**config.mk**
```make
export PLATFORM = sky130hd
export DESIGN_NAME = effect_xfade_ctrl
export DESIGN_NICKNAME = d
export VERILOG_FILES = /design/src/rtl/effect_xfade_ctrl.sv
export SDC_FILE = /design/constraint.sdc
export NUM_CORES = 1
export LEC_CHECK = 0
export ABC_CLOCK_PERIOD_IN_PS = 8740
export BUFFER_PORTS_ARGS = -buffer_cell sky130_fd_sc_hd__buf_2
export CAP_MARGIN = 20
export CORE_ASPECT_RATIO = 0.8
export CORE_UTILIZATION = 45
export DETAILED_ROUTE_END_ITERATION = 16
export PLACE_DENSITY = 0.66
export SYNTH_ARGS = -nofsm -noshare
export SYNTH_HDL_FRONTEND = slang
export SYNTH_SLANG_ARGS = --single-unit
export TNS_END_PERCENT = 100
```
**constraint.sdc**
```tcl
create_clock -name clk -period 8.74 [get_ports clk]
set_input_delay 0.437 -clock clk [delete_from_list [all_inputs] [get_ports clk]]
set_output_delay 0.437 -clock clk [all_outputs]
set_load 0.01 [all_outputs]
```
**src/rtl/effect_xfade_ctrl.sv**
```systemverilog
// Click-free effect insertion: linear, sample-counted crossfade between the dry and wet paths.
// Latency: exactly 1 clock from a dry_valid strobe to audio_out/audio_out_valid.
// Backpressure: none; the block follows the dry_valid strobe and never stalls the upstream path.
//
// Ports:
//   clk, rst          system clock, synchronous active-high reset
//   effect_en         requested effect state (1 = wet), sampled only on dry_valid cycles
//   dry_in/dry_valid  bypass-path sample and strobe (the timing reference)
//   wet_in/wet_valid  effect-path sample and strobe (strobe feeds only the alignment check)
//   audio_out/_valid  registered mix and registered copy of dry_valid
//   fade_state        0 BYPASS, 1 FADE_IN, 2 ACTIVE, 3 FADE_OUT
//   busy              high while a fade is in progress
//   align_err         sticky dry/wet strobe mismatch flag
//
// Build option: define EFFECT_XFADE_ALIGN_CHECK_EN to build the dry/wet strobe
// alignment check; without it align_err is constant 0.
//
// FADE_LOG2 is legal in 0..8; 0 gives an instant switch (FULL = 1).

module effect_xfade_ctrl #(
    parameter int DATA_WIDTH = 32,
    parameter int FADE_LOG2  = 6
) (
    input  logic                         clk,
    input  logic                         rst,
    input  logic                         effect_en,
    input  logic signed [DATA_WIDTH-1:0] dry_in,
    input  logic                         dry_valid,
    input  logic signed [DATA_WIDTH-1:0] wet_in,
    input  logic                         wet_valid,
    output logic signed [DATA_WIDTH-1:0] audio_out,
    output logic                         audio_out_valid,
    output logic [1:0]                   fade_state,
    output logic                         busy,
    output logic                         align_err
);

    // Gain counter spans 0..FULL inclusive, hence one bit more than FADE_LOG2.
    localparam int GW = FADE_LOG2 + 1;
    // Signed product width: DATA_WIDTH sample times a non-negative gain up to 2^FADE_LOG2.
    localparam int PW = DATA_WIDTH + FADE_LOG2 + 1;
    // The sum of the two products carries one extra bit.
    localparam int SW = PW + 1;

    localparam logic [GW-1:0] FULL_G  = GW'(1 << FADE_LOG2);
    localparam logic [GW-1:0] G_ONE   = GW'(1);
    localparam logic [GW-1:0] G_TOP   = FULL_G - G_ONE;
    localparam bit            FULL_IS_ONE = (FADE_LOG2 == 0);

    typedef enum logic [1:0] {
        BYPASS   = 2'd0,
        FADE_IN  = 2'd1,
        ACTIVE   = 2'd2,
        FADE_OUT = 2'd3
    } state_t;

    state_t          state_q;
    state_t          state_d;
    logic [GW-1:0]   g_q;
    logic [GW-1:0]   g_d;

    // ------------------------------------------------------------------
    // Mix datapath: (wet*g + dry*(FULL-g)) >>> FADE_LOG2, using g before
    // this strobe's update.
    // ------------------------------------------------------------------
    logic [GW-1:0]          g_inv;
    logic signed [PW-1:0]   wet_ext;
    logic signed [PW-1:0]   dry_ext;
    logic signed [PW-1:0]   g_ext;
    logic signed [PW-1:0]   g_inv_ext;
    logic signed [PW-1:0]   p_wet;
    logic signed [PW-1:0]   p_dry;
    logic signed [SW-1:0]   mix_sum;
    logic signed [DATA_WIDTH-1:0] mix;
    logic                   unused_mix_bits;

    assign g_inv     = FULL_G - g_q;
    assign wet_ext   = {{(PW-DATA_WIDTH){wet_in[DATA_WIDTH-1]}}, wet_in};
    assign dry_ext   = {{(PW-DATA_WIDTH){dry_in[DATA_WIDTH-1]}}, dry_in};
    // Gains are never negative, so zero-extension keeps them positive as signed operands.
    assign g_ext     = {{(PW-GW){1'b0}}, g_q};
    assign g_inv_ext = {{(PW-GW){1'b0}}, g_inv};
    assign p_wet     = wet_ext * g_ext;
    assign p_dry     = dry_ext * g_inv_ext;
    assign mix_sum   = {p_wet[PW-1], p_wet} + {p_dry[PW-1], p_dry};
    // Arithmetic shift then truncation is the same as slicing from bit FADE_LOG2;
    // the convex mix guarantees the discarded upper bits are pure sign.
    assign mix       = mix_sum[FADE_LOG2 +: DATA_WIDTH];
    assign unused_mix_bits = ^mix_sum;

    // ------------------------------------------------------------------
    // Fade FSM: next state and gain, evaluated only on dry_valid strobes.
    // Reversals step g by one in the opposite direction, so the gain never jumps.
    // ------------------------------------------------------------------
    always_comb begin
        state_d = state_q;
        g_d     = g_q;
        if (dry_valid) begin
            unique case (state_q)
                BYPASS: begin
                    if (effect_en) begin
                        g_d     = G_ONE;
                        state_d = FULL_IS_ONE ? ACTIVE : FADE_IN;
                    end
                end
                FADE_IN: begin
                    if (effect_en) begin
                        g_d     = g_q + G_ONE;
                        state_d = (g_q == G_TOP) ? ACTIVE : FADE_IN;
                    end else begin
                        g_d     = g_q - G_ONE;
                        state_d = (g_q == G_ONE) ? BYPASS : FADE_OUT;
                    end
                end
                ACTIVE: begin
                    if (!effect_en) begin
                        g_d     = G_TOP;
                        state_d = FULL_IS_ONE ? BYPASS : FADE_OUT;
                    end
                end
                FADE_OUT: begin
                    if (effect_en) begin
                        g_d     = g_q + G_ONE;
                        state_d = (g_q == G_TOP) ? ACTIVE : FADE_IN;
                    end else begin
                        g_d     = g_q - G_ONE;
                        state_d = (g_q == G_ONE) ? BYPASS : FADE_OUT;
                    end
                end
                default: begin
                    g_d     = '0;
                    state_d = BYPASS;
                end
            endcase
        end
    end

    // State, gain and output registers. audio_out only loads on strobes so it
    // holds its last value between samples.
    always_ff @(posedge clk) begin
        if (rst) begin
            state_q         <= BYPASS;
            g_q             <= '0;
            audio_out       <= '0;
            audio_out_valid <= 1'b0;
        end else begin
            state_q         <= state_d;
            g_q             <= g_d;
            audio_out_valid <= dry_valid;
            if (dry_valid) begin
                audio_out <= mix;
            end
        end
    end

    assign fade_state = state_q;
    assign busy       = (state_q == FADE_IN) || (state_q == FADE_OUT);

    // ------------------------------------------------------------------
    // Optional dry/wet strobe alignment monitor. Sticky until reset and
    // purely observational: the mix always follows dry_valid.
    // ------------------------------------------------------------------
`ifdef EFFECT_XFADE_ALIGN_CHECK_EN
    logic align_err_q;

    always_ff @(posedge clk) begin
        if (rst) begin
            align_err_q <= 1'b0;
        end else if (dry_valid != wet_valid) begin
            align_err_q <= 1'b1;
        end
    end

    assign align_err = align_err_q;
`else
    logic unused_wet_valid;

    assign unused_wet_valid = wet_valid;
    assign align_err        = 1'b0;
`endif

endmodule

```
# Yosys cells after proc, flatten, opt, wreduce, memory -nomap -nowiden
# Cells that the tools add are included.
[word_totals]
ramBits = 0
inputBits = 69
rom_bits = 0
register_bits = 42
memories = 0
latch_bits = 0
elab_cells = 31
[classes]
bitwise = 0
order_cmp = 0
multipliers = 2
n_addsub = 4
n_shift = 0
mux = 10
n_eq_ne = 7
div = 0
n_reduce_logical = 4
[ops]
columns = ["op", "n"]
rows = [
  ["$mul A32 B8 Y38", 2],
  ["$add A38 B38 Y38", 1],
  ["$mux W7", 3],
  ["$pmux W7 S3", 1],
  ["$mux W2", 5],
  ["$add A7 B1 Y7 const B", 1],
  ["$eq A7 B1 Y1 const B", 1],
  ["$eq A7 B6 Y1 const B", 1],
  ["$sub A7 B1 Y7 const B", 1],
  ["$sub A7 B7 Y7 const A", 1],
  ["$pmux W2 S3", 1],
  ["$eq A2 B2 Y1 const B", 2],
  ["$ne A2 B2 Y1 const B", 2],
  ["$reduce_and A3 Y1", 1],
  ["$eq A2 B1 Y1 const B", 1],
  ["$logic_not A2 Y1", 1],
  ["$reduce_or A2 Y1", 1],
  ["$logic_or A1 B1 Y1", 1],
]

# Longest topological paths before layout
# Gate-level depths: netlist of the first run.
[depth]
word_depth = 4
ltp_mapped = 30
ltp_nobuf = 26

# Worst setup path before layout of the first run
# No wires, ideal clock.
[synth_path]
path_kind = "register to register"
start = "reg g_q[0]"
end = "reg audio_out[25]"
period_less_slack_ns = 7.354
path_buffers = 4
setup_time_ns = 0.117
stages_incl_launch_ff = 28
arrival_time_ns = 7.236
required_time_ns = 8.623
path_slack_ns = 1.386
path_cell_list = "dfxtp_1 > buf_2 > clkbuf_1 > clkbuf_1 > inv_1 > ha_1 > xnor2_1 > clkbuf_1 > nand2_1 > fa_1 > inv_1 > fa_1 > fa_1 > fa_1 > fa_1 > inv_1 > fa_1 > inv_1 > ha_1 > and3_4 > a41o_1 > a21o_1 > or3_1 > o21ai_2 > a21boi_2 > o21a_1 > or3_1 > a32o_1"
[synth_between]
elab_chain_cells = 3
[synth_lines]
columns = ["item", "line", "rtl"]
rows = [
  ["from (decl)", "59", "logic [GW-1:0] g_q;"],
  ["from (signal assigned)", "148", "g_q <= g_d;"],
  ["$sub A7 B7 Y7", "77", "assign g_inv = FULL_G - g_q;"],
  ["$mul A32 B8 Y38", "84", "assign p_dry = dry_ext * g_inv_ext;"],
  ["$add A38 B38 Y38 *", "85", "assign mix_sum = {p_wet[PW-1], p_wet} + {p_dry[PW-1], p_dry};"],
  ["to (signal assigned)", "151", "audio_out <= mix;"],
  ["to (decl)", "31", "output logic signed [DATA_WIDTH-1:0] audio_out,"],
]
# Every way passes the cells marked *; elsewhere a longest branch is shown, timed or not.
# A chain may end at the register's enable or synchronous reset.

# Worst setup path after layout of the first run
[layout_path]
start = "reg g_q[0]"
end = "reg audio_out[28]"
# The elaborated chain is that of the path after synthesis.

==> out/metrics.cfg, run 1 <==
[outcome]
status = finished clean

[clock_network]
cts_setup_buffers = 0
clk_latency_ns = 0.30
cts_resized = 0
cts_tree = built
cts.path.max_buffers = 2
cts_buffers = 5
root_buffer = clkbuf_16
holdBufCountCts = 0
cts_sinks = 42
htree_num_levels = 2
clk_pin_slew_worst_paths_ns = 0.07

[timing]
min_period_over_period_pct = 88.68
setup_tns_ns = 0
hold_viol_final = 0
relSlewSlack_pct = 41.68
finClkSkew_ns = 0.007292
slew_violations = 0
setup_viol = 0
timing.hold.ws_ns = 0.4618
layout_min_cycle_time_ns = 7.750
rsz0062_at_grt = no
worst_slew_pin_slew_ns = 0.8705
max_freq_ghz = 0.1290

[detailed_routing]
drtIter0Drc = 687
post_drt_wl_per_cell_um = 16.73
via_per_inst = 5.047
ant_nets = 0
vias = 12170
first_pass_iters = 6
drt-total-wl_um = 40340
drc = 0

[yosys]
synth_top_area_share_pct = 47.51
muxShareOfSynthArea_pct = 0.8593
ys_top_cells_by_area = fa_1, inv_1, ha_1
yosysTopAreaCell = fa_1
synth_most_common_cell = inv_1
synth-compound-area-share_pct = 5.148
synth_warnings = 0
synth.net_count = 2447
seq_area_frac_synth_pct = 5.156
synth_edf_count = 0
synth_top_family_by_area = adder cells
syn_area_per_cell_sq_um = 8.726
yosysUniqueCellTypes = 59
synth_commonest_cells = inv_1, fa_1, nand2_1
yosys_register_bits = 42
synthAdderAreaFrac_pct = 56.87
ys.flop_type = dfxtp_1
syn_area_sq_mm = 0.01631
synth_async_sr_flop_share_pct = 0
synthSimpleGateAreaFrac_pct = 17.29
synth_xor_area_share_pct = 2.148
synthCells = 1869

[place]
place_congestion = 0.8901
dpl.hpwl_um = 34420
port_buffers = 103

[setup_path]
cp_max_fo = 44
required_ns = 8.93
reg2reg_depth = 25
worst_setup_path_start_kind = flip-flop
ff2ff_setup_slack_ns = 0.99
critPathCaptureType = flip-flop
critPathArrivalTime_ns = 7.94
worstSetupPathType = reg2reg

[floorplan]
initial_core_util_pct = 46.35
io_pins = 106
die_w_um = 214.8
die_y_um = 172.3
row_count = 61
core_sq_mm = 0.03519
die_area_sq_mm = 0.03701

[cells_and_area]
syn_to_final_growth_pct = 7.703
drive_gt1_share_pct = 7.804
fillers = 3347
nNetsFinal = 2512
utilization_pct = 49.92

[hold_path]
holdPathStages = 2
hp-class = reg2reg

[grt]
grt_use_total_pct = 23.43
grt_util_met1_pct = 32.83
grt_antenna_before_repair = 3
grt_pass1_wl_um = 68250
grt_use_met3_pct = 3.149
grt.overflow.total = 0
grt_start_max_net_pins = 49
grt-busiest-layer = met2
use_met2_pct = 38.46
grt_pass1_vias = 13130

[run]
drv_cap = 0

[cell type report]
type	count	area (sq um)	share of cell area (%)
Inverter	476	1787	10.17
Clock inverter	3	68.82	0.3918
Clock buffer	5	125.1	0.7124
Sequential cell	42	844.6	4.808
Multi-Input combinational cell	1285	13470	76.66
Antenna cell	4	10.01	0.05699
Timing Repair Buffer	124	673.1	3.832
Tap cell	472	590.6	3.362
[per-stage QoR]
stage	std cells	instance area [sq um]	setup slack, ns
3_3_place_gp	2399	17360	1.142
5_1_grt	2409	17560	0.6228
6_report	2411	17560	0.9898
3_5_place_dp	2399	17360	1.013
4_1_cts	2407	17550	0.9701
2_1_floorplan	1869	16310	1.386
[state kept, by name, indices dropped and copies added, names as in the netlist, named ones only]
name / cells
audio_out_valid: 1
g_q: 7
audio_out: 32
fade_state: 1
[per-layer routing]
layer / wire length (um) / vias up
met5: 0 / -
met4: 748 / 0
met3: 2551 / 48
met2: 18960 / 366
met1: 18080 / 6169
li1: - / 5586
[critical path, cell delays in order (launching register included)]
cell and delay (ns):
dfxtp_2 0.33, buf_4 0.40, nor3_1 0.19, xnor2_2 0.62
buf_4 0.37, buf_4 0.18, nand2_1 0.08, fa_1 0.51
inv_1 0.06, fa_1 0.56, fa_1 0.43, fa_1 0.46
fa_1 0.49, inv_1 0.05, fa_1 0.49, inv_1 0.05
ha_1 0.32, o21a_1 0.14, a41o_1 0.21, a21o_1 0.22
or3_1 0.35, o21ai_2 0.22, o21ai_2 0.14, o21a_1 0.20
or4_1 0.47, o311ai_1 0.10
[placed cells by master (no fill, tap or decap), drive strengths merged, types with 17 or more instances in the layout]
| master | instances |
|---|---|
| fa | 387 |
| dfxtp | 42 |
| nor2 | 45 |
| nor3 | 17 |
| buf | 124 |
| nor2b | 35 |
| o21ai | 27 |
| and2 | 134 |
| xnor2 | 27 |
| ha | 122 |
| inv | 476 |
| nand2 | 314 |
| a21oi | 37 |
[cell families after synthesis]
kind of cell               after synthesis
and+or+nand+nor                        594
buffers and inverters                  542
adders and majority gates              509
AOI/OAI and AO/OA                      127
DFF                                     42
xor gates and xnor gates                40
muxes                                   14
other                                    1
[final timing paths]
kind | from | endpoint
worst max-delay path | g_q[0] | audio_out[28]
worst min-delay path | audio_out[19] | audio_out[19]
worst max register to register | g_q[0] | audio_out[28]
worst min register to register | audio_out[19] | audio_out[19]
Power of run 1 is not shown: default switching activity piles up to over one toggle a cycle in this logic, so the estimate is an artifact.
==> run 2: changes to the inputs <==
--- a/config.mk
+++ b/config.mk
@@ -5,12 +5,13 @@
 export SDC_FILE = /design/constraint.sdc
 export NUM_CORES = 1
 export LEC_CHECK = 0
-export ABC_CLOCK_PERIOD_IN_PS = 8740
+export ABC_CLOCK_PERIOD_IN_PS = 9700
 export BUFFER_PORTS_ARGS = -buffer_cell sky130_fd_sc_hd__buf_2
 export CAP_MARGIN = 20
 export CORE_ASPECT_RATIO = 0.8
 export CORE_UTILIZATION = 45
 export DETAILED_ROUTE_END_ITERATION = 16
+export HOLD_SLACK_MARGIN = 0.12
 export PLACE_DENSITY = 0.66
 export SYNTH_ARGS = -nofsm -noshare
 export SYNTH_HDL_FRONTEND = slang
==> constraint.sdc (replaced) <==
create_clock -name clk -period 9.7 [get_ports clk]
set_input_delay 0.485 -clock clk [delete_from_list [all_inputs] [get_ports clk]]
set_output_delay 0.485 -clock clk [all_outputs]
set_load 0.01 [all_outputs]
==> run 2 against run 1 <==
Setup slack improved by 0.49 ns; via count fell by 0.66%; register-to-register slack better by 0.49 ns; clock skew rose by 0.0011 ns; non-clock buffer count down 5; worst hold slack better by 0.0063 ns; maximum frequency shrank 5.7%; critical endpoint is now audio_out[30].
==> out/metrics.cfg, run 2 (synthesis gave the netlist of run 1 again) <==
[outcome]
status = finished clean  ; unchanged

[detailed_routing]
wl_met1_um = 18010  ; was 18080 um
first_pass_iters = 5  ; was 6
wl_met3_um = 2169  ; was 2551 um
drtIter0Drc = 708  ; was 687
drc = 0  ; unchanged
top_layer_used = met5  ; was met4
post_drt_wl_per_cell_um = 16.30  ; was 16.73 um
met2_length_um = 18350  ; was 18960 um
drt-total-wl_um = 39160  ; was 40340 um
vias = 12090  ; was 12170
ant_nets = 0  ; unchanged
via_per_inst = 5.033  ; was 5.047

[clock_network]
cts_resized = 0  ; unchanged
cts_sinks = 42  ; unchanged
cts_tree = built  ; unchanged
root_buffer = clkbuf_16  ; unchanged
cts_setup_buffers = 0  ; unchanged
cts.path.max_buffers = 2  ; unchanged
cts_buffers = 5  ; unchanged
holdBufCountCts = 0  ; unchanged
clk_latency_ns = 0.30  ; about the same
htree_num_levels = 2  ; unchanged
clk_pin_slew_worst_paths_ns = 0.06  ; was 0.07 ns

[floorplan]
die_area_sq_mm = 0.03701  ; unchanged
row_count = 61  ; unchanged
initial_core_util_pct = 46.35  ; unchanged
io_pins = 106  ; unchanged
core_sq_mm = 0.03519  ; unchanged
die_w_um = 214.8  ; unchanged
die_y_um = 172.3  ; unchanged

[setup_path]
required_ns = 9.91  ; was 8.93 ns
reg2reg_depth = 25  ; unchanged
critPathArrivalTime_ns = 8.44  ; was 7.94 ns
worst_path_max_delay_cell = xor2_2  ; was xnor2_2
critPathCaptureType = flip-flop  ; unchanged
cp_common_cell = fa_1  ; unchanged
cp_max_fo = 41  ; was 44
worstSetupPathType = reg2reg  ; unchanged
cp_num_buf_inv = 6  ; unchanged
ff2ff_setup_slack_ns = 1.48  ; was 0.99 ns
max_stage_delay_ns = 0.70  ; was 0.62 ns
reg2reg_to = audio_out[30]  ; was audio_out[28]
r2r_start = g_q[0]  ; unchanged
path_delay_family = adder cells  ; unchanged
worst_setup_path_start_kind = flip-flop  ; unchanged

[grt]
grt_start_max_net_pins = 49  ; unchanged
grt_use_total_pct = 22.88  ; was 23.43%
grt_pass1_vias = 12970  ; was 13130
grt_antenna_before_repair = 2  ; was 3
grt_pass1_wl_um = 67160  ; was 68250 um
grt.overflow.total = 0  ; unchanged

[timing]
min_period_over_period_pct = 84.77  ; was 88.68%
finClkSkew_ns = 0.008440  ; was 0.007292 ns
setup_viol = 0  ; unchanged
timing.hold.ws_ns = 0.4682  ; was 0.4618 ns
layout_min_cycle_time_ns = 8.223  ; was 7.750 ns
worst_slew_pin_slew_ns = 1.146  ; was 0.8705 ns
rsz0062_at_grt = no  ; unchanged
setup_tns_ns = 0  ; unchanged
hold_viol_final = 0  ; unchanged
relSlewSlack_pct = 23.25  ; was 41.68%
max_freq_ghz = 0.1216  ; was 0.1290 GHz
slew_violations = 0  ; unchanged

[cells_and_area]
top_register = audio_out  ; unchanged
final_common_cell = inv_1  ; unchanged
layout_common_cells = inv_1, fa_1, nand2_1  ; unchanged
top_regs = audio_out x32, g_q x7  ; unchanged
largest_reg_flops = 32  ; unchanged
nNetsFinal = 2507  ; was 2512
syn_to_final_growth_pct = 7.342  ; was 7.703%
drive_gt1_share_pct = 7.517  ; was 7.804%

[run]
drv_cap = 0  ; unchanged

[place]
port_buffers = 103  ; unchanged
place_congestion = 0.8719  ; was 0.8901
dpl.hpwl_um = 33330  ; was 34420 um

[hold_path]
min_to = audio_out[22]  ; was audio_out[19]
hp-class = reg2reg  ; unchanged
min-delay-start = audio_out[22]  ; was audio_out[19]
holdPathStages = 2  ; unchanged

## run 2: cell count changes in the layout (fill, tap and decap cells not counted), sizes merged
cell	before	now
clkbuf	5	6
clkinv	1	0
diode	4	1
buf	124	119
bufinv	2	1
## run 2: how the worst max path moves through the flow
stage	from	to	slack [ns]	cells after the start
floorplan	g_q[0]	audio_out[25]	2.35	27
global placement	g_q[0]	audio_out[30]	1.52	25
detailed placement	g_q[0]	audio_out[30]	1.56	25
CTS	g_q[0]	audio_out[30]	1.50	25
global route	g_q[0]	audio_out[30]	1.18	25
finish	g_q[0]	audio_out[30]	1.48	25
## run 2: per-stage QoR
stage               cells  setup slack, ns  utilization, %  instance area [sq um]
finish               2402            1.477           49.75                  17510
floorplan            1869            2.346               -                  16310
global placement     2394            1.524           49.27                  17330
CTS                  2401            1.502           49.75                  17500
detailed placement   2394            1.558           49.27                  17330
global route         2401            1.178           49.75                  17500
## run 2: tightest hold or removal path, delay by kind of cell, from the launching register on
family | cells | cell delay [ns]
compound gates | 1 | 0.05
flops | 1 | 0.31
simple gates | 1 | 0.06
## run 2: cell type report
class / count / area (sq um)
fillers: 3369 / 17680
multi-input cells: 1285 / 13480
inverters: 476 / 1787
flip-flops and latches: 42 / 844.6
repair buffers: 119 / 635.6
well taps: 472 / 590.6
clock buffers: 6 / 138.9
clock inverters: 1 / 30.03
diodes: 1 / 2.502
## run 2: metal layers
layer / up-vias / global-route usage [%]
li1: 5585 / -
met1: 6138 / 32.27
met2: 323 / 38.16
met3: 41 / 3.113
met4: 2 / 3.975
met5: - / 0
Power of run 2 is left out for the same reason.
==> run 3: changes to the inputs <==
--- a/config.mk
+++ b/config.mk
@@ -5,14 +5,14 @@
 export SDC_FILE = /design/constraint.sdc
 export NUM_CORES = 1
 export LEC_CHECK = 0
-export ABC_CLOCK_PERIOD_IN_PS = 9700
+export ABC_CLOCK_PERIOD_IN_PS = 6900
 export BUFFER_PORTS_ARGS = -buffer_cell sky130_fd_sc_hd__buf_2
 export CAP_MARGIN = 20
 export CORE_ASPECT_RATIO = 0.8
 export CORE_UTILIZATION = 45
 export DETAILED_ROUTE_END_ITERATION = 16
 export HOLD_SLACK_MARGIN = 0.12
-export PLACE_DENSITY = 0.66
+export PLACE_DENSITY = 0.69
 export SYNTH_ARGS = -nofsm -noshare
 export SYNTH_HDL_FRONTEND = slang
 export SYNTH_SLANG_ARGS = --single-unit
==> constraint.sdc (replaced) <==
create_clock -name clk -period 6.9 [get_ports clk]
set_input_delay 0.345 -clock clk [delete_from_list [all_inputs] [get_ports clk]]
set_output_delay 0.345 -clock clk [all_outputs]
set_load 0.01 [all_outputs]
==> run 3 against run 2 <==
First-iteration DRC count increased by 7.5%; flip-flop and latch count is the same; setup slack worse by 1.3 ns; via count grew 4.3%; clock-buffer cell count unchanged; worst hold slack lost 0.0044 ns; critical path type unchanged; critical endpoint unchanged; largest cell class unchanged.
==> out/metrics.cfg, run 3 (synthesis gave the netlist of run 1 again) <==
[setup_path]
required_ns = 7.11  ; was 9.91 ns
cp_max_fo = 5  ; was 41
worst_setup_path_start_kind = flip-flop  ; unchanged
worstSetupPathType = reg2reg  ; unchanged
critPathCaptureType = flip-flop  ; unchanged
critPathArrivalTime_ns = 6.97  ; was 8.44 ns

[grt]
grt_pass1_wl_um = 68990  ; was 67160 um
grt_start_max_net_pins = 59  ; was 49
grt_pass1_vias = 13720  ; was 12970
grt_use_total_pct = 23.60  ; was 22.88%
grt_antenna_before_repair = 4  ; was 2
grt.overflow.total = 0  ; unchanged

[clock_network]
cts_tree = built  ; unchanged
holdBufCountCts = 0  ; unchanged
clk_pin_slew_worst_paths_ns = 0.07  ; was 0.06 ns
cts_buffers = 5  ; unchanged
root_buffer = clkbuf_16  ; unchanged
cts_sinks = 42  ; unchanged
cts.path.max_buffers = 2  ; unchanged
htree_num_levels = 2  ; unchanged
clk_latency_ns = 0.30  ; about the same

[detailed_routing]
first_pass_iters = 7  ; was 5
ant_nets = 0  ; unchanged
drt-total-wl_um = 41250  ; was 39160 um
drtIter0Drc = 761  ; was 708
drc = 0  ; unchanged
via_per_inst = 5.097  ; was 5.033
post_drt_wl_per_cell_um = 16.67  ; was 16.30 um
vias = 12610  ; was 12090

[timing]
max_freq_ghz = 0.1481  ; was 0.1216 GHz
worst_slew_pin_slew_ns = 0.9470  ; was 1.146 ns
finClkSkew_ns = 0.008385  ; was 0.008440 ns
setup_viol = 0  ; unchanged
rsz0062_at_grt = yes  ; was no
setup_tns_ns = 0  ; unchanged
layout_min_cycle_time_ns = 6.754  ; was 8.223 ns
relSlewSlack_pct = 36.87  ; was 23.25%
hold_viol_final = 0  ; unchanged
min_period_over_period_pct = 97.89  ; was 84.77%
layout_setup_ws_ns = 0.1457  ; was 1.477 ns
slew_violations = 0  ; unchanged

[floorplan]
die_w_um = 214.8  ; unchanged
initial_core_util_pct = 46.35  ; unchanged
row_count = 61  ; unchanged
core_sq_mm = 0.03519  ; unchanged
die_y_um = 172.3  ; unchanged
die_area_sq_mm = 0.03701  ; unchanged
io_pins = 106  ; unchanged

[run]
drv_cap = 0  ; unchanged

[cells_and_area]
final_common_cell = inv_1  ; unchanged
syn_to_final_growth_pct = 13.02  ; was 7.342%
largest_reg_flops = 32  ; unchanged
layout_common_cells = inv_1, fa_1, nand2_1  ; unchanged
drive_gt1_share_pct = 12.49  ; was 7.517%
fin_cells = 2474  ; was 2402
nNetsFinal = 2578  ; was 2507
top_register = audio_out  ; unchanged
top_regs = audio_out x32, g_q x7  ; unchanged

[place]
place_congestion = 0.8951  ; was 0.8719
dpl.hpwl_um = 34750  ; was 33330 um
dp.cells = 2454  ; was 2394
post-place-ws_ns = -0.07463  ; was 1.558 ns
port_buffers = 103  ; unchanged

[outcome]
status = finished clean  ; unchanged

[hold_path]
hp-class = reg2reg  ; unchanged

==> run 3: final cells by class <==
type | instances | area [sq um]
clock buffers | 6 | 128.9
clock inverters | 2 | 37.54
flip-flops and latches | 42 | 850.8
inverters | 476 | 1787
well taps | 472 | 590.6
diodes | 1 | 2.502
fillers | 3245 | 16750
multi-input cells | 1285 | 13730
repair buffers | 190 | 1309
==> run 3: path summary, 6_finish.rpt <==
check | cells past startpoint | start | end | slack [ns]
worst max-delay path | 25 | g_q[3] | audio_out[30] | 0.15
worst min-delay path | 2 | audio_out[27] | audio_out[27] | 0.46
worst max register to register | 25 | g_q[3] | audio_out[30] | 0.15
worst min register to register | 2 | audio_out[27] | audio_out[27] | 0.46
==> run 3: through the flow <==
step | util, % | hold slack (ns) | cell area (sq um)
2_1_floorplan | - | 0.4823 | 16390
3_3_place_gp | 50.73 | 0.4447 | 17850
3_5_place_dp | 50.73 | 0.4538 | 17850
4_1_cts | 51.34 | 0.4683 | 18060
5_1_grt | 52.38 | 0.5021 | 18430
6_report | 52.38 | 0.4638 | 18430
==> run 3: layer usage <==
layer  track usage [%]  vias to the layer above  routed length (um)
met1             32.29                     6416               17880
li1                  -                     5724                   -
met2             40.54                      412               20020
met3             3.325                       51                2706
met5                 0                        -                  37
met4             4.037                        6                 605
==> run 3: worst max-delay path, cell delays in order (launching register included) <==
cell,delay [ns]
dfxtp_1,0.32
buf_4,0.17
nor2_2,0.14
nand2_4,0.08
xor2_4,0.15
buf_12,0.15
clkbuf_4,0.18
nand2_1,0.08
fa_1,0.49
inv_1,0.06
fa_1,0.55
fa_1,0.44
fa_1,0.46
fa_1,0.50
inv_1,0.05
fa_1,0.49
inv_1,0.05
ha_1,0.34
and3_1,0.21
nand4_1,0.19
a211oi_4,0.46
o21ai_4,0.12
o21ai_4,0.22
o211a_1,0.20
or4b_1,0.43
o211ai_1,0.11
==> run 3: repair_timing <==
item	4_1_cts	5_1_grt
endpoints found under the hold margin	0	0
resized for setup	6	51
pin swaps	4	19
cloned	0	3
setup endpoints to repair	5	18
setup buffers	2	6
Power of run 3 is left out for the same reason.
